`src/rtl/pci_phy_pkg.sv`:
```
// ---------------------------------------------------------------------------
// pci_phy_pkg
//   Shared widths, symbol constants and FSM state type for the PCI PHY
//   lane-path serializer (mux_32_8) and its interface.
//   No ports.
// ---------------------------------------------------------------------------
package pci_phy_pkg;

    localparam int unsigned BYTE_W = 8;
    localparam int unsigned WORD_W = 32;

    localparam logic [7:0] COM_BYTE = 8'hBC;
    localparam logic [7:0] IDLE_PAD = 8'h00;

    typedef enum logic {
        IDLE = 1'b0,
        SEND = 1'b1
    } state_t;

endpackage

```
`src/rtl/mux_32_8_if.sv`:
```
// ---------------------------------------------------------------------------
// mux_32_8_if
//   Word-in / byte-out bus of the serializer.
//   data_in   : word offered by the source
//   valid_in  : data_in holds a word
//   ready_in  : serializer can take a word this cycle
//   data_out  : serialized byte
//   valid_out : data_out carries a payload byte
//   master = word source / byte sink, slave = serializer.
// ---------------------------------------------------------------------------
interface mux_32_8_if;

    logic [pci_phy_pkg::WORD_W-1:0] data_in;
    logic                           valid_in;
    logic                           ready_in;
    logic [pci_phy_pkg::BYTE_W-1:0] data_out;
    logic                           valid_out;

    modport master (
        output data_in,
        output valid_in,
        input  ready_in,
        input  data_out,
        input  valid_out
    );

    modport slave (
        input  data_in,
        input  valid_in,
        output ready_in,
        output data_out,
        output valid_out
    );

endinterface

```
`src/rtl/mux_32_8_hold.sv`:
```
// ---------------------------------------------------------------------------
// mux_32_8_hold
//   One-entry word buffer with a full flag, sitting between the input
//   handshake and the shifter.
//   clk      : clock
//   rst      : asynchronous active-high reset (empties the buffer)
//   i_accept : store i_word and mark full
//   i_word   : word to store
//   i_pop    : entry consumed by the shifter, mark empty
//   o_full   : buffer holds a word
//   o_word   : buffered word
// ---------------------------------------------------------------------------
module mux_32_8_hold #(
    parameter int unsigned W = 32
) (
    input  logic         clk,
    input  logic         rst,
    input  logic         i_accept,
    input  logic [W-1:0] i_word,
    input  logic         i_pop,
    output logic         o_full,
    output logic [W-1:0] o_word
);

    logic         r_full;
    logic [W-1:0] r_word;

    // Accept and pop never coincide: accept needs empty, pop needs full.
    always_ff @(posedge clk or posedge rst) begin
        if (rst) begin
            r_full <= 1'b0;
            r_word <= '0;
        end else if (i_accept) begin
            r_full <= 1'b1;
            r_word <= i_word;
        end else if (i_pop) begin
            r_full <= 1'b0;
        end
    end

    assign o_full = r_full;
    assign o_word = r_word;

endmodule

```
`src/rtl/mux_32_8.sv`:
```
// ---------------------------------------------------------------------------
// mux_32_8
//   Transmit-side serializer: 32-bit words in via valid/ready, 8-bit bytes
//   out one per clk_4f cycle, most significant byte first. A one-word
//   holding buffer lets the next word be taken while the current one shifts.
//   clk_4f : byte-rate clock
//   reset  : asynchronous active-high reset
//   bus    : mux_32_8_if.slave (data_in/valid_in/ready_in/data_out/valid_out)
//   Build option MUX_IDLE_COM_EN: idle data_out shows the COM symbol 8'hBC
//   instead of 8'h00; valid_out timing is unchanged.
// ---------------------------------------------------------------------------
module mux_32_8
    import pci_phy_pkg::*;
(
    input  logic       clk_4f,
    input  logic       reset,
    mux_32_8_if.slave  bus
);

    localparam int unsigned NBYTES = WORD_W / BYTE_W;
    localparam int unsigned CNT_W  = $clog2(NBYTES) + 1;

`ifdef MUX_IDLE_COM_EN
    localparam logic [BYTE_W-1:0] IDLE_BYTE = COM_BYTE;
`else
    localparam logic [BYTE_W-1:0] IDLE_BYTE = IDLE_PAD;
`endif

    state_t              r_state;
    state_t              w_state_nxt;
    logic [WORD_W-1:0]   r_sr;
    logic [WORD_W-1:0]   w_sr_nxt;
    logic [CNT_W-1:0]    r_cnt;
    logic [CNT_W-1:0]    w_cnt_nxt;
    logic [BYTE_W-1:0]   r_data_out;
    logic [BYTE_W-1:0]   w_data_nxt;
    logic                r_valid_out;
    logic                w_valid_nxt;

    logic                w_hold_full;
    logic [WORD_W-1:0]   w_hold_word;
    logic                w_accept;
    logic                w_pop;
    logic                w_last_byte;

    // ready depends only on the hold flag flop, never on valid_in
    assign bus.ready_in  = ~w_hold_full;
    assign w_accept      = bus.valid_in & ~w_hold_full;
    assign w_last_byte   = (r_cnt == CNT_W'(NBYTES));

    mux_32_8_hold #(
        .W (WORD_W)
    ) u_hold (
        .clk      (clk_4f),
        .rst      (reset),
        .i_accept (w_accept),
        .i_word   (bus.data_in),
        .i_pop    (w_pop),
        .o_full   (w_hold_full),
        .o_word   (w_hold_word)
    );

    // State, shifter, counter and output registers
    always_ff @(posedge clk_4f or posedge reset) begin
        if (reset) begin
            r_state     <= IDLE;
            r_sr        <= '0;
            r_cnt       <= '0;
            r_data_out  <= IDLE_BYTE;
            r_valid_out <= 1'b0;
        end else begin
            r_state     <= w_state_nxt;
            r_sr        <= w_sr_nxt;
            r_cnt       <= w_cnt_nxt;
            r_data_out  <= w_data_nxt;
            r_valid_out <= w_valid_nxt;
        end
    end

    // Next-state: load a held word when idle or on the last byte, else shift or drain
    always_comb begin
        w_state_nxt = r_state;
        w_sr_nxt    = r_sr;
        w_cnt_nxt   = r_cnt;
        w_data_nxt  = r_data_out;
        w_valid_nxt = r_valid_out;
        w_pop       = 1'b0;

        case (r_state)
            IDLE: begin
                if (w_hold_full) begin
                    w_data_nxt  = w_hold_word[WORD_W-1 -: BYTE_W];
                    w_sr_nxt    = w_hold_word << BYTE_W;
                    w_cnt_nxt   = CNT_W'(1);
                    w_valid_nxt = 1'b1;
                    w_pop       = 1'b1;
                    w_state_nxt = SEND;
                end
            end
            SEND: begin
                if (!w_last_byte) begin
                    w_data_nxt  = r_sr[WORD_W-1 -: BYTE_W];
                    w_sr_nxt    = r_sr << BYTE_W;
                    w_cnt_nxt   = r_cnt + CNT_W'(1);
                    w_valid_nxt = 1'b1;
                end else if (w_hold_full) begin
                    // back-to-back word: no idle cycle between words
                    w_data_nxt  = w_hold_word[WORD_W-1 -: BYTE_W];
                    w_sr_nxt    = w_hold_word << BYTE_W;
                    w_cnt_nxt   = CNT_W'(1);
                    w_valid_nxt = 1'b1;
                    w_pop       = 1'b1;
                end else begin
                    w_data_nxt  = IDLE_BYTE;
                    w_cnt_nxt   = '0;
                    w_valid_nxt = 1'b0;
                    w_state_nxt = IDLE;
                end
            end
            default: begin
                w_state_nxt = IDLE;
            end
        endcase
    end

    assign bus.data_out  = r_data_out;
    assign bus.valid_out = r_valid_out;

endmodule
```
`src/flat_wrapper.sv`:
```
// flat-port wrapper written by rule: the top's interface ports become plain ports
module mux_32_8_flat import pci_phy_pkg::*;
  (clk_4f, reset, bus_data_in, bus_valid_in, bus_ready_in, bus_data_out, bus_valid_out);
  mux_32_8_if bus_i ();
  input  logic clk_4f;
  input  logic reset;
  input wire logic [$bits(bus_i.data_in)-1:0] bus_data_in;
  input wire logic [$bits(bus_i.valid_in)-1:0] bus_valid_in;
  output wire logic [$bits(bus_i.ready_in)-1:0] bus_ready_in;
  output wire logic [$bits(bus_i.data_out)-1:0] bus_data_out;
  output wire logic [$bits(bus_i.valid_out)-1:0] bus_valid_out;
  assign bus_i.data_in = bus_data_in;
  assign bus_i.valid_in = bus_valid_in;
  assign bus_ready_in = bus_i.ready_in;
  assign bus_data_out = bus_i.data_out;
  assign bus_valid_out = bus_i.valid_out;
  mux_32_8 u_core (.clk_4f(clk_4f), .reset(reset), .bus(bus_i));
endmodule
```
`config.mk`:
```
export PLATFORM = sky130hd
export DESIGN_NAME = mux_32_8_flat
export DESIGN_NICKNAME = d
export VERILOG_FILES = /design/src/rtl/pci_phy_pkg.sv /design/src/rtl/mux_32_8_if.sv /design/src/rtl/mux_32_8_hold.sv /design/src/rtl/mux_32_8.sv /design/src/flat_wrapper.sv
export SDC_FILE = /design/constraint.sdc
export NUM_CORES = 1
export LEC_CHECK = 0
export BUFFER_PORTS_ARGS = -buffer_cell sky130_fd_sc_hd__buf_4
export CAP_MARGIN = 10
export CORE_MARGIN = 4
export CORE_UTILIZATION = 30
export DETAILED_ROUTE_END_ITERATION = 16
export GPL_TIMING_DRIVEN = 0
export PLACE_DENSITY = 0.55
export SYNTH_ARGS = -nofsm -noshare
export SYNTH_HDL_FRONTEND = slang
export SYNTH_SLANG_ARGS = --single-unit
```
`constraint.sdc`:
```
create_clock -name clk_4f -period 6 [get_ports clk_4f]
set_input_delay 0 -clock clk_4f [delete_from_list [all_inputs] [get_ports clk_4f]]
set_output_delay 0 -clock clk_4f [all_outputs]
set_load 0.02 [all_outputs]
```
; After elaboration in Yosys (flattened, before gate mapping)
; Cells that the tools add are included.
[totals]
regBits = 78
in_bits = 35
output_inout_bits = 10
elab_cells = 34
[op_classes]
n_addsub = 1
n_eq_ne = 2
mux = 20
bitwise = 3
n_reduce_logical = 1
[ops]
columns = operator, count
row1 = two-way mux 32 bit, 2
row2 = case mux 32 bit (2 select lines), 1
row3 = two-way mux 8 bit, 3
row4 = case mux 8 bit (2 select lines), 1
row5 = two-way mux 1 bit, 7
row6 = two-way mux 3 bit, 2
row7 = case mux 1 bit (2 select lines), 3
row8 = case mux 3 bit (2 select lines), 1
row9 = adder 3 x 1 -> 3 bit (second input constant), 1
row10 = == test 3 bit (second input constant), 1
row11 = != test 2 bit (second input constant), 1
row12 = NOT 1 bit, 2
row13 = nonzero test 2 bit, 1
row14 = AND 1 bit, 1

; Logic depth before layout (Yosys ltp)
[logic_depth]
depth_word = 5
depth_mapped = 7
ltp_nobuf = 5

; Hierarchy
; A second synthesis with hierarchy kept.
[unflattened]
hier_cells = 255
hier_area_um2 = 3352.0
[modules_own_cells]
columns = module, instances, cells_per_inst, area_each_um2, seq_area_each_um2
row1 = mux_32_8, 1, 183, 1970.6, 1126.1
row2 = mux_32_8_hold, 1, 72, 1381.3, 825.8

; Least setup slack after synthesis
; No wires, ideal clock.
[synth_path]
path_type = register to register
from = register u_core.r_cnt[0]
to = register u_core.r_sr[1]
setup_ps = 117
arrival_ps = 1228
required_ps = 5883
path_slack_ps = 4655
path_stages_with_launch = 8
n_path_buf = 2
synth_period_minus_slack_ps = 1345
path_cell_list = dfrtp_1 inv_1 ha_1 a21boi_2 buf_6 nor2_2 buf_6 and2_4
[synth_via]
elab_chain_len = 3
[synth_rtl]
columns = item, line
row1 = start: declaration, mux_32_8.sv:33  ; logic [CNT_W-1:0] r_cnt;
row2 = start signal: assignment, mux_32_8.sv:74  ; r_cnt <= w_cnt_nxt;
row3 = == test 3 bit, mux_32_8.sv:49  ; assign w_last_byte = (r_cnt == CNT_W'(NBYTES));
row4 = two-way mux 32 bit, mux_32_8.sv:101  ; if (!w_last_byte) begin
row5 = case mux 32 bit (2 select lines), mux_32_8.sv:89  ; case (r_state)
row6 = via u_core.w_sr_nxt[1], mux_32_8.sv:32  ; logic [WORD_W-1:0] w_sr_nxt;
row7 = end signal: assignment, mux_32_8.sv:73  ; r_sr <= w_sr_nxt;
row8 = end: declaration, mux_32_8.sv:31  ; logic [WORD_W-1:0] r_sr;
; The timed path passes the listed nets, and every way through them passes these cells.
; A chain may end at the register's enable or synchronous reset.

; Final worst setup path
[layout_path]
from = register u_core.r_cnt[0]
to = register u_core.r_sr[31]
; Same word-level chain as after synthesis.

==> metrics.md <==
| Metric | Value |
|---|---|
| H-tree level count | 3 |
| Initial antenna violation count | 0 |
| Clk_lat worst skew | 0.35 ns |
| Met1 Use GR | 16.3% |
| Wire per inst | 14.2 um |
| Worst EP required | 6.21 ns |
| Largest net degree at the start of global routing | 54 |
| Initial DRC Count | 52 |
| PostCTS Resize Cnt | 0 |
| Die X | 112 um |
| Sink Count | 78 |
| Flops & latches, synth | 78 |
| Mapped Cells | 253 |
| Fin crit share | 25.7% |
| CP endpoint kind | register |
| Vias per cell | 4.42 |
| Vias in the first global route | 2,328 |
| Antenna-violating nets left | 0 |
| Syn Nets | 290 |
| Post-Place Worst Slack | 4.46 ns |
| Worst vdd ir | 0.181 mV |
| Worst Setup Start Kind | register |
| Hold Slack | 0.184 ns |
| DIE AREA | 12,400 sq um |
| Power Total | 1940 uW |
| Layout cells sized above 1 | 33.4% |
| Root buffer cell | clkbuf_8 |
| Routed via count | 2,137 |
| Syn_area_per_cell | 12.7 sq um |
| # diodes | 0 |
| Net count, final | 379 |
| Starting Density | 31.0% |
| CP Class | reg2reg |
| Area delta synth->final | 33.0% |
| Leakage | 0.00201 uW |
| Max-Slew Margin vs Limit | 62.9% |
| Status | completed |
| RSZ-0062 raised after global routing | no |
| Clock Path Buffers | 2 |
| CTS tree | built |
| Final Instance Area | 4280 sq um |
| Ys Warns | 0 |
| Core footprint | 10,400 sq um |
| Slew Limit Fails | 0 |
| Syn Std Cell Area | 3210 sq um |
| Final Hold Viols | 0 |
| TritonCTS buffer count | 9 |
| Critical-path maximum fanout | 10 |
| Overflow after GRT | 0 |
| # port buffers | 44 |
| Setup TNS | 0 ns |
| Post-DP Area | 3740 sq um |
| Io pins | 45 |
| Final setup margin | 4.46 ns |
| Max_cap viols | 0 |
| Number of distinct library cells after synthesis | 26 |
| Worst-margin pin slew | 0.554 ns |
| GRT Util Overall | 11.9% |
| Dpl hpwl | 4.72 mm |
| Clk slew on worst S/H paths | 0.08 ns |
| Setup-failing EPs final | 0 |
| Global-route met2 utilization | 18.1% |
| Seq/Total Area, Yosys | 60.7% |
| Gr busiest metal | met2 |
| GPL Wtd Cong | 0.736 |
| Final wirelength | 6.87 mm |
| Max Clock Skew | 0.00917 ns |
| Achievable Freq | 0.648 GHz |
| Postcts setup bufs | 0 |
| Cell Pwr Density | 453 nW/um^2 |
| First-pass GRT wire length | 11.8 mm |
| Hold Crit Class | in2async |
| Worst EP arrival | 1.75 ns |
| First-pass iteration count of the detailed router | 4 |
| Met3 Track Usage GR | 4.35% |
| Die H | 112 um |
| Period minus WS final | 1.54 ns |
| Drt drc | 0 |
| # rows | 37 |
==> layout make-up <==
class,instances,area [sq um]
buffer,16,111
clock buffer,13,159
clock inverter,3,42.5
fill,1026,6090
inverter,6,25.0
multi-input combinational,153,1130
sequential,78,1950
tap,136,170
timing repair buffer,78,688
==> layout by cell type, fill, tap and decap left out, types with 2 or more instances in the layout <==
cell | synthesis | routed
dfrtp_1 | 78 | 78
buf_4 | 6 | 50
o21ai_0 | 34 | 34
nand2_1 | 33 | 33
dlygate4sd3_1 | 0 | 33
mux2_2 | 32 | 32
mux2i_1 | 24 | 24
clkbuf_8 | 0 | 11
a22oi_1 | 8 | 8
and2_4 | 7 | 7
buf_2 | 5 | 5
inv_1 | 6 | 5
clkbuf_1 | 2 | 4
buf_6 | 3 | 3
ha_1 | 2 | 2
==> Yosys cell counts, drive strengths merged <==
library cell | instances | area, sq um
dfrtp | 78 | 1950
o21ai | 34 | 170
nand2 | 33 | 124
mux2 | 32 | 360
mux2i | 24 | 240
buf | 14 | 104
a22oi | 8 | 60.1
and2 | 8 | 67.6
inv | 6 | 22.5
clkbuf | 2 | 7.51
ha | 2 | 25.0
nor2 | 2 | 10.0
a21boi | 1 | 11.3
a21o | 1 | 7.51
a21oi | 1 | 5.00
a31oi | 1 | 6.26
nand2b | 1 | 6.26
nand3 | 1 | 5.00
nor2b | 1 | 6.26
o21bai | 1 | 7.51
o31ai | 1 | 7.51
or3b | 1 | 8.76
==> metal layers <==
metal  part of all wire, %  vias up  routed length [um]
li1                      -     1047                   -
met2                    45       40                3120
met5                     0        -                   0
met4                  0.71        0                  49
met3                   5.1        5                 348
met1                    49     1045                3350
==> report_power, final <==
part / switching [uW] / internal (uW)
Clock: 181 / 215
Combinational: 342 / 351
Sequential: 122 / 726
Total: 645 / 1290
==> worst paths after layout <==
kind	cells past startpoint	endpoint	start	slack [ns]
max	5	u_core.r_sr[31]$_DFF_PP0_	u_core.r_cnt[0]$_DFFE_PP0P_	4.46
min	3	u_core.u_hold.o_word[1]$_DFFE_PP0P_	reset	0.18
max reg2reg	5	u_core.r_sr[31]$_DFF_PP0_	u_core.r_cnt[0]$_DFFE_PP0P_	4.46
min reg2reg	2	u_core.r_sr[8]$_DFF_PP0_	u_core.r_sr[0]$_DFF_PP0_	0.47
max in group asynchronous	4	u_core.r_sr[19]$_DFF_PP0_	reset	5.24
min in group clk_4f	4	u_core.u_hold.o_word[9]$_DFFE_PP0P_	bus_valid_in	0.18
==> cell families after synthesis <==
kind of cell | Yosys count | synth area share [%]
adder cells (fa/ha/maj) | 2 | 0.778
multiplexers | 56 | 18.7
flip-flops | 78 | 60.7
AND/OR/NAND/NOR | 47 | 7.08
AO/OA/AOI/OAI | 48 | 8.56
buffers and inverters | 22 | 4.16
==> state kept, by name, summed over array words and instances (netlist names) <==
register	cells
u_core.r_cnt	3
u_core.bus.data_out	8
u_core.r_sr	32
u_core.bus.valid_out	1
u_core.u_hold.o_full	1
u_core.r_state	1
u_core.u_hold.o_word	32
==> worst max-delay path: stages (launching register included) <==
cell and delay [ns]:
dfrtp_1 0.37, inv_1 0.06, ha_1 0.23, a21boi_2 0.19
clkbuf_1 0.39, o21ai_0 0.17
==> timing repair <==
item                                    in CTS  in global routing
endpoints found under the setup margin       0                  0
endpoints found under the hold margin       64                  0
hold buffers                                33                  0
==> stage by stage <==
| step | instances | utilization (%) |
|---|---|---|
| floorplan | 253 | - |
| global placement | 433 | 35.8 |
| detailed placement | 434 | 36.1 |
| CTS | 483 | 41.2 |
| global route | 483 | 41.2 |
| finish | 483 | 41.2 |
No activity file was read; power rests on OpenSTA's default activity.
